## config.mk

```make
export PLATFORM = sky130hd
export DESIGN_NAME = hazard_unit_param
export DESIGN_NICKNAME = d
export VERILOG_FILES = /design/src/rtl/hazard_unit_param.sv
export SDC_FILE = /design/constraint.sdc
export NUM_CORES = 1
export LEC_CHECK = 0
export CORE_MARGIN = 1.5
export CORE_UTILIZATION = 46
export DETAILED_ROUTE_END_ITERATION = 10
export PLACE_DENSITY = 0.82
export SLEW_MARGIN = 0
export SYNTH_ARGS = -nofsm -noshare
export SYNTH_HDL_FRONTEND = slang
export SYNTH_SLANG_ARGS = --single-unit
```

## constraint.sdc

```tcl
create_clock -name clk -period 3.75 [get_ports clk]
set_input_delay 0.5625 -clock clk [delete_from_list [all_inputs] [get_ports clk]]
set_output_delay 0.5625 -clock clk [all_outputs]
set_load 0.01 [all_outputs]
```

## src/rtl/hazard_unit_param.sv

```systemverilog
// rtl/hazard_unit_param.sv - ID-stage hazard detector with stall-depth FSM and stall statistics
module hazard_unit_param #(
  parameter int REG_AW   = 5,
  parameter int OP_W     = 6,
  parameter int RTYPE_OP = 0,
  parameter int STORE_OP = 43,
  parameter int BEQ_OP   = 4,
  parameter int BNE_OP   = 5,
  parameter int CNT_W    = 16
) (
  input  logic              clk,
  input  logic              rst,
  input  logic [OP_W-1:0]   op_id,
  input  logic [REG_AW-1:0] rs_id,
  input  logic [REG_AW-1:0] rt_id,
  input  logic              ex_reg_write,
  input  logic              ex_mem_read,
  input  logic [REG_AW-1:0] ex_dst,
  input  logic              mem_mem_read,
  input  logic [REG_AW-1:0] mem_dst,
  input  logic              pipe_freeze,
  input  logic              stat_clr,
  output logic              pc_hold,
  output logic              if_id_hold,
  output logic              id_ex_bubble,
  output logic [CNT_W-1:0]  stall_cycles
);

  typedef enum logic {IDLE = 1'b0, HOLD = 1'b1} state_t;

  state_t           state_q, state_d;
  logic [1:0]       cnt_q, cnt_d;
  logic [CNT_W-1:0] stat_q, stat_d;

  logic       is_br, rt_used;
  logic       rs_ex, rt_ex, rs_mem, rt_mem;
  logic       hit_ex, hit_mem;
  logic [1:0] need;
  logic       stall;

  assign is_br   = (op_id == OP_W'(BEQ_OP)) || (op_id == OP_W'(BNE_OP));
  assign rt_used = is_br || (op_id == OP_W'(RTYPE_OP)) || (op_id == OP_W'(STORE_OP));

  // Register 0 is hard-wired, so a zero destination never creates a dependency.
  assign rs_ex  = (rs_id == ex_dst)  && (ex_dst  != '0);
  assign rt_ex  = (rt_id == ex_dst)  && (ex_dst  != '0) && rt_used;
  assign rs_mem = (rs_id == mem_dst) && (mem_dst != '0);
  assign rt_mem = (rt_id == mem_dst) && (mem_dst != '0) && rt_used;

  assign hit_ex  = (ex_reg_write || ex_mem_read) && (rs_ex || rt_ex);
  assign hit_mem = mem_mem_read && (rs_mem || rt_mem);

  always_comb begin
    need = 2'd0;
    if (is_br && hit_ex && ex_mem_read) begin
      need = 2'd2;
    end else if (is_br && (hit_ex || hit_mem)) begin
      need = 2'd1;
    end else if (!is_br && hit_ex && ex_mem_read) begin
      need = 2'd1;
    end
  end

  always_ff @(posedge clk or posedge rst) begin
    if (rst) begin
      state_q <= IDLE;
      cnt_q   <= 2'd0;
      stat_q  <= '0;
    end else begin
      state_q <= state_d;
      cnt_q   <= cnt_d;
      stat_q  <= stat_d;
    end
  end

  // The first stall cycle is spent in IDLE; HOLD covers the remaining cnt cycles.
  always_comb begin
    state_d = state_q;
    cnt_d   = cnt_q;
    case (state_q)
      IDLE: begin
        if (need != 2'd0 && !pipe_freeze) begin
          cnt_d = need - 2'd1;
          if (need == 2'd2) state_d = HOLD;
        end
      end
      HOLD: begin
        if (!pipe_freeze) begin
          cnt_d = cnt_q - 2'd1;
          if (cnt_q == 2'd1) state_d = IDLE;
        end
      end
      default: begin
        state_d = IDLE;
        cnt_d   = 2'd0;
      end
    endcase
  end

  always_comb begin
    stall = 1'b0;
    if (!rst) begin
      stall = (state_q == HOLD) || (need != 2'd0);
    end
  end

  always_comb begin
    stat_d = stat_q;
    if (stat_clr) begin
      stat_d = '0;
    end else if (stall && !pipe_freeze && (stat_q != '1)) begin
      stat_d = stat_q + 1'b1;
    end
  end

  assign pc_hold      = stall;
  assign if_id_hold   = stall;
  assign id_ex_bubble = stall;
  assign stall_cycles = stat_q;

endmodule

```

After elaboration in Yosys (flattened, before gate mapping). Cells that the tools add are included.

Add/sub/neg operators: 3. Eq/ne operators: 12. Muxes and demuxes: 14. Bitwise operators: 1. Reductions and logical operators: 32.

Operator list (number): 16-bit 2-to-1 mux (2); 5-bit equality test (4); 16-bit by 1-bit adder with 16-bit output (second input constant) (1); 1-bit logical AND (16); 16-bit inequality test (second input constant) (1); 6-bit by 3-bit equality test with 1-bit output (second input constant) (2); 5-bit nonzero test (2); 1-bit logical OR (8); 1-bit 2-to-1 mux (7); 6-bit equality test (second input constant) (1); 6-bit logical NOT (1); 2-bit 2-to-1 mux (3); 2-bit inequality test (second input constant) (2); 2-bit one-hot mux with 2 select lines (1); 2-bit nonzero test (2); 2-bit by 1-bit subtractor with 2-bit output (second input constant) (2); 2-bit by 1-bit equality test with 1-bit output (second input constant) (1); 2-bit equality test (second input constant) (1); 1-bit logical NOT (2); 1-bit one-hot mux with 2 select lines (1); 2-bit AND reduction (1); 1-bit inverter (1).

Flip-flop bits (word level): 19. Input bits: 33. Output and inout bits: 19. Word-level logic and storage cells: 65.

Depth between registers and ports, before layout.
Depth after elaboration: 19. Depth in mapped cells: 9.

Least setup slack after synthesis. OpenSTA, ideal clock, no wires.

Path type: input to output. Start: input op_id[1]. End: output if_id_hold. Arrival time: 1.934 ns. Slack: 1.254 ns. Cell stages on the path: 6. Buffers on the path: 1. Cell sequence: nor3_2 > a41oi_1 > o32a_2 > and2_2 > nor2_1 > buf_4.

Longest elaborated chain between the ends: 15. Elaborated cells on any way between the ends: 26. Those cells by class: 3 x eq/ne; 4 x mux; 19 x reduce/logical.

Ends and longest elaborated chain: from (decl) (RTL line 13) `input logic [OP_W-1:0] op_id,`; 6-bit by 3-bit equality test with 1-bit output (RTL line 41) `assign is_br = (op_id == OP_W'(BEQ_OP)) || (op_id == OP_W'(BNE_OP));`; 1-bit logical OR (RTL line 41); 1-bit logical OR (2 in a row) (RTL line 42) `assign rt_used = is_br || (op_id == OP_W'(RTYPE_OP)) || (op_id == OP_W'(STORE_OP));`; 1-bit logical AND (RTL line 46) `assign rt_ex = (rt_id == ex_dst) && (ex_dst != '0) && rt_used;`; 1-bit logical OR (RTL line 50) `assign hit_ex = (ex_reg_write || ex_mem_read) && (rs_ex || rt_ex);`; 1-bit logical AND (RTL line 50); 1-bit logical AND (2 in a row) (RTL line 59) `end else if (!is_br && hit_ex && ex_mem_read) begin`; 1-bit 2-to-1 mux (RTL line 59); 1-bit 2-to-1 mux (RTL line 57) `end else if (is_br && (hit_ex || hit_mem)) begin`; 2-bit 2-to-1 mux (*) (RTL line 55) `if (is_br && hit_ex && ex_mem_read) begin`; 2-bit nonzero test (*) (RTL line 103) `stall = (state_q == HOLD) || (need != 2'd0);`; 1-bit logical OR (*) (RTL line 103); 1-bit 2-to-1 mux (*) (RTL line 102) `if (!rst) begin`; to (decl) (RTL line 24) `output logic if_id_hold,`.

Mark *: on every way between the ends. The rest lies on a longest branch, timed or not.

Worst setup path after layout.
Start: input ex_dst[4]. End: output id_ex_bubble.

Longest elaborated chain between the ends: 13. Elaborated cells on any way between the ends: 20. Those cells by class: 2 x eq/ne; 4 x mux; 14 x reduce/logical.

Ends and longest elaborated chain: from (decl) (RTL line 18) `input logic [REG_AW-1:0] ex_dst,`; 5-bit equality test / 5-bit nonzero test (equally long branches) (RTL line 46, 45); 1-bit logical AND (2 in a row) (RTL line 46); 1-bit logical OR (*) (RTL line 50); 1-bit logical AND (*) (RTL line 50); 1-bit logical AND (2 in a row) (RTL line 59); 1-bit 2-to-1 mux (RTL line 59); 1-bit 2-to-1 mux (RTL line 57); 2-bit 2-to-1 mux (*) (RTL line 55); 2-bit nonzero test (*) (RTL line 103); 1-bit logical OR (*) (RTL line 103); 1-bit 2-to-1 mux (*) (RTL line 102); to (decl) (RTL line 25) `output logic id_ex_bubble,`.

Marked as above.

==> summary.md <==
| Metric | Value |
|---|---|
| Status | `completed` |
| CTS H-tree depth | `1` |
| Worst-path maximum fanout | `7` |
| Worst VDD drop | `0.147 mV` |
| Yosys top cell area share | `0.336` |
| Post-Layout Cell Count | `248` |
| Register area | `475 um^2` |
| Skew-Pair Late Insertion Delay | `300 ps` |
| Antenna Cells | `0` |
| Cells along the critical path | `clkdlybuf4s50_1 > xor2_1 > nor4_2 > nand4_1 > o32a_2 > and2_2 > nor2_1 > clkdlybuf4s50_1` |
| # rows | `19` |
| Post-DR vias/cell | `5.79` |
| Routed WL per cell | `15.2 um` |
| Synth-to-Final Area Change | `38.4%` |
| Routing usage on met1 | `0.300` |
| Sum of negative setup slack | `0 ps` |
| Met2 Track Usage GR | `0.404` |
| Synth area leader | `dfrtp_1` |
| FF-to-FF Start | `stall_cycles[0]` |
| First-pass GRT wire length | `6.22 mm` |
| Pwr dens | `252 nW/um^2` |
| Largest net degree at the start of global routing | `22` |
| Maxcap violations | `0` |
| Largest cells by area after synthesis | `dfrtp_1 34%, xnor2_1 12%, a21oi_1 4.2%` |
| Initial Util | `0.500` |
| CTS Root Buffer Type | `clkbuf_4` |
| Worst slew margin | `0.501` |
| HP Start | `cnt_q[1]` |
| Hold Crit Class | `flop to flop` |
| Cell repeated most along the worst path | `clkdlybuf4s50_1` |
| Share of cells above drive strength 1 | `0.0691` |
| Mean area per synthesized cell | `8.47 um^2` |
| Worst slew pin tran | `748 ps` |
| Final Hold Fails | `0` |
| Async S/R FF share, synth | `1.00` |
| PortBufs | `51` |
| Initial antenna violation count | `0` |
| Post-synth cell types | `39` |
| Slowest CP cell | `clkdlybuf4s50_1` |
| Multi-input gate area | `880 um^2` |
| Post-cts resize count | `0` |
| R2R cell count | `8` |
| CTS tree | `done` |
| Crit path launch type | `input port` |
| RSZ-0062 raised after global routing | `no` |
| Crit. End Element | `primary output` |
| TritonCTS Buffers | `3` |
| Detailed Route WL | `3.78 mm` |
| Syn Nets | `202` |
| Total track usage | `0.233` |
| Die W | `58.5 um` |
| Final #Nets | `253` |
| Cell with the most instances after synthesis | `xnor2_1` |
| CP peak stage delay | `570 ps` |
| Hold path depth | `2` |
| Area of the die | `between 3000 and 4000 um^2` |
| DRC Markers | `0` |
| Synth Register Bits | `19` |
| DP Wirelength | `3.01 mm` |
| CTS Buffer Depth | `2` |
| Cts hold-fix bufs | `0` |
| Crit Path Class | `input port to primary output` |
| R2r setup slk | `1200 ps` |
| Worst-path clk slew | `120 ps` |
| Setup Skew | `17.2 ps` |
| Clock sink count | `19` |
| Layout fillers | `252` |
| Final slew viol count | `0` |
| Routing usage on met3 | `0.0374` |
| R2R Path End | `stall_cycles[15]` |
| Dpl ws | `roughly 310 ps` |
| I/O Pins | `52` |
| Final critical-path share of the clock period | `0.921` |
| Buf+Inv Stages, Crit Path | `2` |
| EDFF count, synth | `0` |
| P_leak | `0.723 nW` |
| Antenna viol nets, final | `0` |
| Final-report setup violation count | `0` |
| Post-synth top flop | `dfrtp_1` |
| Seq/Total Area, Yosys | `0.336` |
| Period minus WS final | `3450 ps` |
| Vias in the first global route | `1396` |
| Drt pass-1 iters | `4` |
| YS warnings | `0` |
| Mapped Cells | `167` |
| Critical path data arrival time | `a little under 3000 ps` |
| Final Wtd Congestion | `approximately 0.86` |
| GR peak layer | `met2` |
| Hold endpoint | `cnt_q[1]` |
| Post-CTS Setup Bufs | `0` |
| CP delay by family, top | `buffers and inverters` |
| Commonest cells post-synth | `20 x xnor2_1, 19 x dfrtp_1, 16 x nor2_1` |
| Grt ovf | `0` |
| Via count | `1437` |
| PnR worst setup slack | `295 ps` |
| Dpl cells | `roughly 240` |
| Max Fclk | `289 MHz` |
| Hold_ws | `approximately 550 ps` |
| Core area | `2830 um^2` |
| DRT iter0 DRCs | `104` |
| CP required | `3190 ps` |
| Die height | `58.5 um` |
| Synthesized area | `1420 um^2` |
tightest hold or removal path, stage by stage, from the launching register on:
cell,delay [ps]
dfrtp_1,380
o21ai_0,90
nand2_1,60
power breakdown:
part / internal [mW] / switching, mW
combinational: 0.0838 / 0.0760
clock: 0.0396 / 0.0627
sequential: 0.219 / 0.0117
total: 0.343 / 0.150
layout make-up:
type,instances,area share
clock buffers,3,0.0115
clock inverters,1,0.00256
inverters,7,0.0134
multi-input cells,136,0.449
flip-flops and latches,19,0.243
well taps,31,0.0198
repair buffers,51,0.261
sequential cells by signal, indices dropped and copies added, names as in the netlist:
name and cells:
cnt_q 2, stall_cycles 16, state_q 1
metal layers:
metal	wire, um	vias to the layer above
met5	0	-
met4	65	0
met3	230	11
met2	1850	52
met1	1630	676
li1	-	698
placed cells by master (no fill, tap or decap), drive strengths merged, types with 2 or more instances in the layout:
| cell type | Yosys | final |
|---|---|---|
| a2111oi | 2 | 2 |
| a21oi | 14 | 14 |
| a31o | 2 | 2 |
| and3 | 4 | 4 |
| clkbuf | 2 | 3 |
| clkdlybuf4s50 | 0 | 51 |
| dfrtp | 19 | 19 |
| ha | 2 | 2 |
| inv | 7 | 7 |
| mux2 | 3 | 3 |
| nand2 | 15 | 15 |
| nand2b | 3 | 3 |
| nand3 | 11 | 11 |
| nand4 | 5 | 5 |
| nor2 | 16 | 16 |
| nor2b | 4 | 4 |
| nor3 | 4 | 4 |
| o21ai | 5 | 5 |
| o22ai | 2 | 2 |
| o31ai | 3 | 3 |
| or3 | 2 | 2 |
| or4 | 3 | 3 |
| xnor2 | 20 | 20 |
| xor2 | 4 | 4 |
kinds of logic (layout without fill, tap and decap cells):
logic type                 Yosys count  in the layout  share of synthesized area
xor gates and xnor gates            24             24                      0.149
buffers and inverters               12             62                     0.0424
muxes                                4              4                     0.0309
and+or+nand+nor                     71             71                      0.259
adders and majority gates            2              2                     0.0177
AOI/OAI and AO/OA                   35             35                      0.165
DFF                                 19             19                      0.336
through the flow:
step                      area [um^2]  utilization  power (mW)
after floorplan                  1420            -       0.325
after global placement           1930        0.682       0.389
after detailed placement         1930        0.682       0.396
after CTS                        1960        0.692       0.499
after global routing             1960        0.692       0.523
final                            1960        0.692       0.493
worst max-delay path by stage:
stage | cells past startpoint | from | endpoint | slack, ps
global placement | 8 | ex_dst[4] | if_id_hold | 390
global route | 8 | ex_dst[4] | if_id_hold | 190
CTS | 8 | ex_dst[4] | if_id_hold | 300
floorplan | 6 | op_id[1] | if_id_hold | 1250
detailed placement | 8 | ex_dst[4] | if_id_hold | 310
finish | 8 | ex_dst[4] | id_ex_bubble | 300
(Power assumes the default switching activity.)
